==> src/rtl/uart_loader.sv <==
// ---------------------------------------------------------------------------
// uart_loader
//   UART-side bus initiator. Parses host command frames from the receiver
//   byte stream, performs single-word writes/reads on a memory port and
//   answers through the transmitter byte handshake. Also owns cpu_hold so
//   the host can stop the CPU before downloading a program.
//
//   Frames (multibyte fields little-endian):
//     'W' addr[4] data[4] -> write, reply 0x06
//     'R' addr[4]         -> read, reply data[4] LSB first
//     'H' / 'G'           -> cpu_hold=1 / 0, reply 0x06
//     other               -> reply 0x15
//
// Ports
//   clk, rst                      clock, asynchronous active-high reset
//   rx_data_valid, rx_data, rx_ack   receiver byte handshake (level + ack pulse)
//   tx_data_valid, tx_data, tx_ready transmitter valid/ready handshake
//   mem_addr, mem_wdata, mem_we, mem_re, mem_rdata  memory port
//   cpu_hold                      1 = CPU held, loader owns memory port
//   busy                          1 = frame in progress
// ---------------------------------------------------------------------------
module uart_loader #(
    parameter int TIMEOUT_CYCLES = 100000,
    parameter bit HOLD_AT_RESET  = 1'b1
) (
    input  logic        clk,
    input  logic        rst,
    input  logic        rx_data_valid,
    input  logic [7:0]  rx_data,
    output logic        rx_ack,
    output logic        tx_data_valid,
    output logic [7:0]  tx_data,
    input  logic        tx_ready,
    output logic [31:0] mem_addr,
    output logic [31:0] mem_wdata,
    output logic        mem_we,
    output logic        mem_re,
    input  logic [31:0] mem_rdata,
    output logic        cpu_hold,
    output logic        busy
);

    localparam int              TW         = $clog2(TIMEOUT_CYCLES + 1);
    localparam logic [TW-1:0]   TIMER_LAST = TW'(TIMEOUT_CYCLES - 1);

    localparam logic [7:0] CMD_W = 8'h57;
    localparam logic [7:0] CMD_R = 8'h52;
    localparam logic [7:0] CMD_H = 8'h48;
    localparam logic [7:0] CMD_G = 8'h47;
    localparam logic [7:0] ACK_B = 8'h06;
    localparam logic [7:0] NAK_B = 8'h15;

    typedef enum logic [2:0] {
        S_IDLE, S_ADDR, S_DATA, S_WRITE, S_READ, S_RWAIT, S_SEND, S_ACK
    } state_t;

    state_t          state, state_next;
    logic            is_write;
    logic [31:0]     addr;
    logic [31:0]     wdata;
    logic [31:0]     rdata;
    logic [1:0]      byte_cnt;
    logic [1:0]      idx;
    logic [7:0]      reply;
    logic [TW-1:0]   timer;

    logic            accepting;
    logic            capture;
    logic            timeout;
    logic            tx_fire;

    // Bytes are only taken while parsing; in WRITE..ACK the receiver is left
    // holding its byte until we return to IDLE.
    assign accepting = (state == S_IDLE) || (state == S_ADDR) || (state == S_DATA);
    assign capture   = accepting && rx_data_valid && !rx_ack;
    assign timeout   = !capture && (timer == TIMER_LAST);
    assign tx_fire   = tx_data_valid && tx_ready;

    // Host-supplied low address bits are ignored: accesses are word-only.
    assign mem_addr  = {addr[31:2], 2'b00};
    assign mem_wdata = wdata;

    // NOTE: sequential state uses non-blocking (<=) so every register samples
    // pre-edge values; blocking here would create order-dependent races.
    always_ff @(posedge clk or posedge rst) begin
        if (rst) state <= S_IDLE;
        else     state <= state_next;
    end

    // NOTE: every output of this block gets a default first, so no path
    // through the case statement can leave a signal unassigned (no latches).
    always_comb begin
        state_next    = state;
        mem_we        = 1'b0;
        mem_re        = 1'b0;
        tx_data_valid = 1'b0;
        tx_data       = 8'h00;
        busy          = (state != S_IDLE);
        case (state)
            S_IDLE: begin
                if (capture)
                    state_next = (rx_data == CMD_W || rx_data == CMD_R) ? S_ADDR : S_ACK;
            end
            S_ADDR: begin
                if (capture && byte_cnt == 2'd3) state_next = is_write ? S_DATA : S_READ;
                else if (timeout)                state_next = S_IDLE;
            end
            S_DATA: begin
                if (capture && byte_cnt == 2'd3) state_next = S_WRITE;
                else if (timeout)                state_next = S_IDLE;
            end
            S_WRITE: begin
                mem_we     = 1'b1;
                state_next = S_ACK;
            end
            S_READ: begin
                mem_re     = 1'b1;
                state_next = S_RWAIT;
            end
            S_RWAIT: state_next = S_SEND;
            S_SEND: begin
                tx_data_valid = 1'b1;
                tx_data       = rdata[{idx, 3'b000} +: 8];
                if (tx_ready && idx == 2'd3) state_next = S_IDLE;
            end
            S_ACK: begin
                tx_data_valid = 1'b1;
                tx_data       = reply;
                if (tx_ready) state_next = S_IDLE;
            end
            default: state_next = S_IDLE;
        endcase
    end

    always_ff @(posedge clk or posedge rst) begin
        if (rst) begin
            rx_ack   <= 1'b0;
            cpu_hold <= HOLD_AT_RESET;
            is_write <= 1'b0;
            addr     <= '0;
            wdata    <= '0;
            rdata    <= '0;
            byte_cnt <= '0;
            idx      <= '0;
            reply    <= '0;
            timer    <= '0;
        end else begin
            rx_ack <= capture;

            // Idle gap timer only runs while a frame is being parsed.
            if (state == S_ADDR || state == S_DATA)
                timer <= (capture || timeout) ? '0 : timer + TW'(1);
            else
                timer <= '0;

            case (state)
                S_IDLE: begin
                    byte_cnt <= '0;
                    if (capture) begin
                        is_write <= (rx_data == CMD_W);
                        reply    <= ACK_B;
                        if (rx_data == CMD_H)      cpu_hold <= 1'b1;
                        else if (rx_data == CMD_G) cpu_hold <= 1'b0;
                        else if (rx_data != CMD_W && rx_data != CMD_R) reply <= NAK_B;
                    end
                end
                // Shift-in from the top: after four bytes the first one
                // received sits in bits [7:0] (little-endian).
                S_ADDR: if (capture) begin
                    addr     <= {rx_data, addr[31:8]};
                    byte_cnt <= byte_cnt + 2'd1;
                end
                S_DATA: if (capture) begin
                    wdata    <= {rx_data, wdata[31:8]};
                    byte_cnt <= byte_cnt + 2'd1;
                end
                S_WRITE: reply <= ACK_B;
                S_RWAIT: begin
                    rdata <= mem_rdata;
                    idx   <= '0;
                end
                S_SEND: if (tx_fire) idx <= idx + 2'd1;
                default: ;
            endcase
        end
    end

endmodule
==> config.mk <==
export PLATFORM = sky130hd
export DESIGN_NAME = uart_loader
export DESIGN_NICKNAME = d
export VERILOG_FILES = /design/src/rtl/uart_loader.sv
export SDC_FILE = /design/constraint.sdc
export NUM_CORES = 1
export LEC_CHECK = 0
export CORE_UTILIZATION = 51
export DETAILED_ROUTE_END_ITERATION = 12
export PLACE_DENSITY = 0.86
export SYNTH_ARGS = -nofsm -noshare
export SYNTH_HDL_FRONTEND = slang
export SYNTH_SLANG_ARGS = --single-unit
==> constraint.sdc <==
create_clock -name clk -period 5.35 [get_ports clk]
set_clock_uncertainty 0.15 [all_clocks]
set_input_delay 0.535 -clock clk [delete_from_list [all_inputs] [get_ports clk]]
set_output_delay 0.535 -clock clk [all_outputs]
set_load 0.1 [all_outputs]
# --- Word level (Yosys, flattened, before mapping) ---
# Index checks and enable logic that the tools add are counted.
word_totals:
  ff_bits: 131
  latchBits: 0
  ramBits: 0
  romBits: 0
  output_inout_bits: 78
  n_memories: 0
classes:
  addsub: 3
  n_mul: 0
  n_div: 0
  n_lt_le_gt_ge: 0
  n_eq_ne: 21
  shifts: 1
  muxes: 26
  bitwise_logic: 0
  reduce_logical: 30
op_table:
  columns: ["operator", "count"]
  rows:
  - ["17-bit 2-to-1 mux", 2]
  - ["8-bit by 7-bit == test with 1-bit output, second input constant", 4]
  - ["8-bit case mux with 2 select lines", 2]
  - ["32-bit by 6-bit indexed part select with 8-bit output", 1]
  - ["3-bit 2-to-1 mux", 8]
  - ["3-bit case mux with 8 select lines", 1]
  - ["17-bit by 1-bit adder with 17-bit output, second input constant", 1]
  - ["17-bit == test, second input constant", 1]
  - ["8-bit by 7-bit inequality test with 1-bit output, second input constant", 2]
  - ["5-bit 2-to-1 mux", 3]
  - ["3-bit == test, second input constant", 4]
  - ["2-bit AND reduction", 6]
  - ["8-bit 2-to-1 mux", 1]
  - ["2-bit inequality test, second input constant", 4]
  - ["2-bit case mux with 2 select lines", 2]
  - ["2-bit nonzero test", 4]
  - ["1-bit logical AND", 7]
  - ["3-bit by 2-bit == test with 1-bit output, second input constant", 2]
  - ["3-bit AND reduction", 2]
  - ["1-bit logical OR", 5]
  - ["1-bit 2-to-1 mux", 5]
  - ["2-bit by 1-bit adder with 2-bit output, second input constant", 2]
  - ["2-bit == test, second input constant", 2]
  - ["2-bit 2-to-1 mux", 2]
  - ["other kinds (6)", 8]

# --- Longest topological paths before layout ---
# Gate-level depths: netlist (run 1).
depth:
  ltp_word: 10
  mapped_depth: 7
  ltp_nobuf: 5

# --- Least setup slack after synthesis (run 1) ---
# No wires, ideal clock.
synth_timing:
  path_kind: "register -> output"
  from: "register state[0]"
  to: "output port mem_re"
  t_arrival_ns: 2.861
  path_slack_ns: 1.804
  stages_incl_launch_ff: 4
  cell_sequence: "dfrtp_1 -> clkbuf_1 -> buf_1 -> nor3_1"
synth_between:
  elab_chain_len: 2
synth_lines:
  columns: ["element", "line_no", "text"]
  rows:
  - ["start, declared", "57", "state_t state, state_next;"]
  - ["start signal, assigned", "87", "else state <= state_next;"]
  - ["3-bit == test", "99", "case (state)"]
  - ["1-bit 2-to-1 mux", "99", null]
  - ["end, declared", "37", "output logic mem_re,"]
# Every way passes these cells.

# --- Worst setup path in the final report (run 1) ---
layout_timing:
  from: "register idx[0]"
  to: "output port tx_data[0]"
layout_between:
  elab_chain_len: 2
layout_lines:
  columns: ["element", "line_no", "text"]
  rows:
  - ["start, declared", "63", "logic [1:0] idx;"]
  - ["start signal, assigned", "182", "S_SEND: if (tx_fire) idx <= idx + 2'd1;"]
  - ["32-bit by 6-bit indexed part select with 8-bit output", "123", "tx_data = rdata[{idx, 3'b000} +: 8];"]
  - ["8-bit case mux with 2 select lines", "99", null]
  - ["end, declared", "32", "output logic [7:0] tx_data,"]
# Every way passes these cells.

==> results.md, run 1 <==
- Die area: 11300 µm²
- ANT nets after route: 0
- Clk pin slew, worst setup/hold paths: 0.06 ns
- Ys Warns: 0
- Setup CP Type: reg2out
- H-tree levels: 4
- Setup TNS Final: 0 ns
- Critical R2R Launch: state[0]$_DFFE_PP0P_
- Syn Area/Cell: about 14 µm²
- Routed len/inst: ~17 µm
- Diode count: 0
- Critical R2R Capture: mem_wdata[30]$_DFFE_PP0P_
- Post-CTS Setup Bufs: 0
- Starting Density: 53.1%
- Layout cells sized above 1: 26.3%
- Reg2Reg Depth: 3
- Input/output buffers: 119
- First drt pass iteration count: 4
- PnR worst setup slack: 1.61 ns
- Slew @ Worst Pin: 1.02 ns
- Initial antenna violation count: 0
- Clk root buf: clkbuf_8
- CP required: 4.66 ns
- Min cycle time layout: 3.74 ns
- Die width: 106 µm
- Clock sink count: 124
- Drt first-iter violations: 166
- Area of the multi-input gates: 2310 µm²
- Final HPWL DP: 7810 µm
- Clock latency on the worst-skew pair: around 0.51 ns
- Vias in the first global route: 3864
- Fillcell total: around 760
- Area post-placement: 6820 µm²
- All-layer global routing usage: approximately 22%
- Rel. slew slack: 32.1%
- Hold Path Stages: 1
- Max-slew violations: 0
- Nets: around 570
- Fin. Hold Viols: 0
- Flops & latches, synth: about 120
- Core area: 10500 µm²
- Largest net degree at the start of global routing: 79
- Final Cell Area: 7370 µm²
- Cts bufs inserted: 17
- Hold Path Origin: timer[0]$_DFF_PP0_
- RSZ-0062 raised after global routing: false
- Most frequent cells in the layout: dfrtp_1, clkdlybuf4s50_1, mux2_2
- Vias per inst: 5.46
- GR Overflow Total: 0
- Post-synth top flop: dfrtp_1
- CTS resizes: 0
- Post-synth EDFFs: 0
- DRC: 0
- Syn Inst Count: 405
- Layout Area Growth over Synthesis: 32.8%
- Fraction of registers with async set/reset: 100%
- Die outline height: 106 µm
- Status: finished, final reports clean
- Cell Area, Synth: 5550 µm²
- CTS tree: yes
- Max-cap violations: 0
- Count of distinct cell types in the synthesized netlist: 50
- F_max: 268 MHz
- I/O Pins: 122
- Hold Crit Class: reg2reg
- Routed WL: 11600 µm
- Final setup vio count: 0
- Hold path endpoint: timer[0]$_DFF_PP0_
- Placer Congestion: 0.780
- CP max FO: 11
- Vias post-DR: 3688
- FF+latch area: between 3000 and 4000 µm²
- Arr. time, crit path: roughly 3.1 ns
- Post-Place Worst Slack: 2.18 ns
- CP endpoint kind: output port
- Bufs on Longest Clock Path: 2
- Rows: 37
- Global-route wire length before repair: between 15000 and 20000 µm
- Post-synthesis sequential area ratio: 55.9%
- Reg-to-reg setup timing slack: 2.87 ns
- CTS Hold Bufs: 0
- Worst Setup Start Kind: register
- Commonest non-fill, non-tap cell in the layout: dfrtp_1
- Period utilization: 69.8%
[worst max-delay path, cell delays in order, from the launching register on]
cell and delay, ns:
dfrtp_1 0.73, mux4_2 0.35, nand2b_1 0.06, a21oi_1 0.22, clkdlybuf4s50_1 1.17
[cell families (layout without fill, tap and decap cells)]
logic type	after synthesis	in the layout	share of synthesized area [%]
AOI/OAI and AO/OA	35	35	3.97
buffers and inverters	27	160	2.64
other	1	2	0.0675
muxes	104	104	24.7
DFF	124	124	55.9
adders and majority gates	5	5	1.04
xor gates and xnor gates	14	14	2.21
and+or+nand+nor	95	95	9.51
[final cells by class]
class | count | area share [%]
well taps | 136 | 2.31
repair buffers | 122 | 16.5
clock inverters | 14 | 1.85
multi-input cells | 255 | 31.3
inverters | 6 | 0.339
flip-flops and latches | 124 | 42.1
clock buffers | 18 | 5.67
[sequential cells by signal, indices dropped and copies added (netlist names)]
register   flops
reply          3
rdata         32
timer         17
rx_ack         1
mem_wdata     32
is_write       1
byte_cnt       2
cpu_hold       1
state          3
idx            2
addr          30
[stage by stage]
| step | util [%] | hold slack (ns) | std cells |
|---|---|---|---|
| after CTS | 70.5 | 0.347 | 675 |
| after global routing | 70.5 | 0.368 | 675 |
| final | 70.5 | 0.343 | 675 |
| after floorplan | - | 0.284 | 406 |
| after detailed placement | 65.2 | 0.324 | 643 |
| after global placement | 65.2 | 0.315 | 643 |
[synth_stat cells (all sizes together), types with 2 or more instances]
cell / number / area, µm²
inv: 6 / 22.5
or3b: 2 / 20.0
ha: 3 / 37.5
clkbuf: 7 / 26.3
mux4: 8 / 180
and3b: 3 / 26.3
nand2: 20 / 75.1
o21ai: 11 / 55.1
o22a: 2 / 17.5
maj3: 2 / 20.0
and2: 5 / 31.3
mux2i: 2 / 20.0
nand2b: 7 / 43.8
buf: 14 / 97.6
nor2: 20 / 75.1
a21oi: 11 / 55.1
dfrtp: 123 / 3080
mux2: 94 / 1170
and4: 3 / 26.3
nand3: 10 / 50.1
nor2b: 3 / 18.8
a2bb2oi: 2 / 17.5
nor4b: 3 / 26.3
xor2: 13 / 114
nand4: 7 / 43.8
nor3b: 3 / 22.5
or3: 3 / 18.8
[layer usage]
metal  track usage (%)  routed length (µm)
met5                 0                   0
met3              7.48                 683
met1              27.6                4850
met2              37.5                5970
met4              5.95                 137
[worst max path at each step]
| stage | startpoint | endpoint | slack, ns | cells past startpoint |
|---|---|---|---|---|
| after floorplan | rst | addr[10]$_DFFE_PP0P_ | 1.37 | 1 |
| after global placement | idx[0]$_DFFE_PP0P_ | tx_data[2] | 2.19 | 4 |
| after detailed placement | idx[0]$_DFFE_PP0P_ | tx_data[1] | 2.18 | 4 |
| after CTS | idx[0]$_DFFE_PP0P_ | tx_data[0] | 1.57 | 4 |
| after global routing | idx[0]$_DFFE_PP0P_ | tx_data[0] | 1.48 | 4 |
| final | idx[0]$_DFFE_PP0P_ | tx_data[0] | 1.61 | 4 |
Power of run 1 is left out: the tool's default activity adds up to more than one toggle a clock period on the data nets, which glitch-free logic cannot reach.
==> run 2: changes to the inputs <==
--- a/config.mk
+++ b/config.mk
@@ -5,9 +5,9 @@
 export SDC_FILE = /design/constraint.sdc
 export NUM_CORES = 1
 export LEC_CHECK = 0
-export CORE_UTILIZATION = 51
+export CORE_UTILIZATION = 46
 export DETAILED_ROUTE_END_ITERATION = 12
-export PLACE_DENSITY = 0.86
+export PLACE_DENSITY = 0.83
 export SYNTH_ARGS = -nofsm -noshare
 export SYNTH_HDL_FRONTEND = slang
 export SYNTH_SLANG_ARGS = --single-unit
==> constraint.sdc (replaced) <==
create_clock -name clk -period 3.4 [get_ports clk]
set_clock_uncertainty 0.15 [all_clocks]
set_input_delay 0.34 -clock clk [delete_from_list [all_inputs] [get_ports clk]]
set_output_delay 0.34 -clock clk [all_outputs]
set_load 0.1 [all_outputs]
==> results.md, run 2 (synthesis gave the netlist of run 1 again) <==
- Vias per inst: 5.37 (-1.8%)
- Global-route wire length before repair: 19200 µm (-1.1%)
- CP max FO: 11 (unchanged)
- # placed instances: 651 (+1.2%)
- Core area: 11600 µm² (+11%)
- Min cycle time layout: 2.67 ns
- I/O Pins: 122 (unchanged)
- Final setup vio count: 0 (unchanged)
- Reg-to-reg setup timing slack: 0.92 ns (-1.95 ns)
- Final Non-Filler Cells: 683 (+1.2%)
- Input/output buffers: 119 (unchanged)
- All-layer global routing usage: 19.8% (-2.5 points)
- Hold path endpoint: reply[2]$_DFFE_PP0P_
- Commonest non-fill, non-tap cell in the layout: dfrtp_1
- Hold Path Origin: reply[2]$_DFFE_PP0P_
- Slew @ Worst Pin: 1.01 ns (-0.00561 ns)
- CP endpoint kind: output port
- Hold Crit Class: reg2reg
- Max-cap violations: 0 (unchanged)
- Bufs on Longest Clock Path: 2 (unchanged)
- Post-CTS Setup Bufs: 0 (unchanged)
- Critical R2R Launch: state[0]$_DFFE_PP0P_
- ANT nets after route: 0 (unchanged)
- Setup TNS Final: 0 ns (unchanged)
- Rows: 39 (+5.4%)
- Worst Setup Start Kind: register
- CTS Hold Bufs: 0 (unchanged)
- Nets: 574 (+0.17%)
- Placer Congestion: 0.741 (-4.9%)
- F_max: 375 MHz
- Fillcell total: 895 (+19%)
- FF+latch area: 3100 µm² (unchanged)
- CP Cell Sequence: mux4_2 > mux2i_1 > nor2_1 > buf_4
- CTS resizes: 0 (unchanged)
- Period utilization: between 70% and 80%
- CP max stage cell: dfrtp_1
- Critical R2R Capture: mem_wdata[31]$_DFFE_PP0P_
- Vias post-DR: 3665 (-0.62%)
- Clk pin slew, worst setup/hold paths: 0.05 ns (about the same)
- Die area: 12500 µm² (+11%)
- Diode count: 0 (unchanged)
- Hold Path Stages: 1 (unchanged)
- Vias in the first global route: 3783 (-2.1%)
- Delay-heaviest family, CP: flip-flops
- Most frequent cells in the layout: dfrtp_1, clkdlybuf4s50_1, mux2_2
- Die outline height: 112 µm (+5.2%)
- Status: finished, violations left
- CP required: 2.91 ns (-1.75 ns)
- CP peak stage delay: 0.72 ns (-0.45 ns)
- CTS tree: yes
- Layout Area Growth over Synthesis: 33.2%
- Drt first-iter violations: 214 (+29%)
- Area of the multi-input gates: 2310 µm² (unchanged)
- Arr. time, crit path: 2.18 ns (-0.87 ns)
- WP buf/inv: 1 (unchanged)
- Clock sink count: 124 (unchanged)
- Clk root buf: clkbuf_16
- Failing checks: DRC
- H-tree levels: 4 (unchanged)
- Rel. slew slack: 32.7% (+0.59 points)
- Fin. Hold Viols: 0 (unchanged)
- DRC: 7 (+7)
- Reg2Reg Depth: 3 (unchanged)
- RSZ-0062 raised after global routing: false
- Starting Density: 47.8% (-5.3 points)
- Largest net degree at the start of global routing: 70 (-11%)
- Die width: 112 µm (+5.2%)
- Cts bufs inserted: 17 (unchanged)
- Routed len/inst: 16.6 µm (-3.7%)
- Max-slew violations: 0 (unchanged)
- Setup CP Type: reg2out
- First drt pass iteration count: 9 (+5)
- Layout cells sized above 1: 29.1% (+2.7 points)
- GR Overflow Total: 0 (unchanged)
- Routed WL: 11300 µm (-2.6%)
- Initial antenna violation count: 0 (unchanged)
- Final HPWL DP: 7810 µm (about the same)
- Clock latency on the worst-skew pair: 0.41 ns (-0.10 ns)
==> run 2: area by class of cell <==
cell class                      instances  share of cell area, %
Tap cell                              143                   2.42
Sequential cell                       124                   42.0
Timing Repair Buffer                  123                   16.0
Multi-Input combinational cell        255                   31.2
Clock buffer                           24                   6.92
Clock inverter                          8                   1.10
Inverter                                6                  0.355
==> run 2: how the worst max path moves through the flow <==
stage                                    start                   endpoint  slack, ns  depth (start not counted)
after floorplan           state[0]$_DFFE_PP0P_                     mem_re       0.05                          3
after detailed placement         rx_data_valid   mem_wdata[5]$_DFFE_PP0P_       0.74                          4
after global placement           rx_data_valid  mem_wdata[10]$_DFFE_PP0P_       0.76                          4
after CTS                   idx[0]$_DFFE_PP0P_                 tx_data[2]       0.66                          4
after global routing        idx[0]$_DFFE_PP0P_                 tx_data[1]       0.54                          4
final                       idx[0]$_DFFE_PP0P_                 tx_data[2]       0.73                          4
==> run 2: per-stage QoR <==
step           util (%)  hold WS [ns]  cell area [µm²]  setup WS [ns]
6_report           63.7         0.322             7400          0.734
2_1_floorplan         -         0.265             5560         0.0486
4_1_cts            63.7         0.326             7400          0.660
3_5_place_dp       58.6         0.308             6800          0.736
5_1_grt            63.7         0.342             7400          0.541
3_3_place_gp       58.6         0.306             6800          0.762
==> run 2: per-layer routing <==
metal | GRT usage [%] | vias to the layer above | wire [µm]
li1 | - | 1705 | -
met1 | 24.7 | 1849 | 4900
met2 | 32.0 | 98 | 5700
met3 | 7.29 | 13 | 598
met4 | 6.67 | 0 | 138
met5 | 0 | - | 0
Power of run 2 is left out for the same reason.
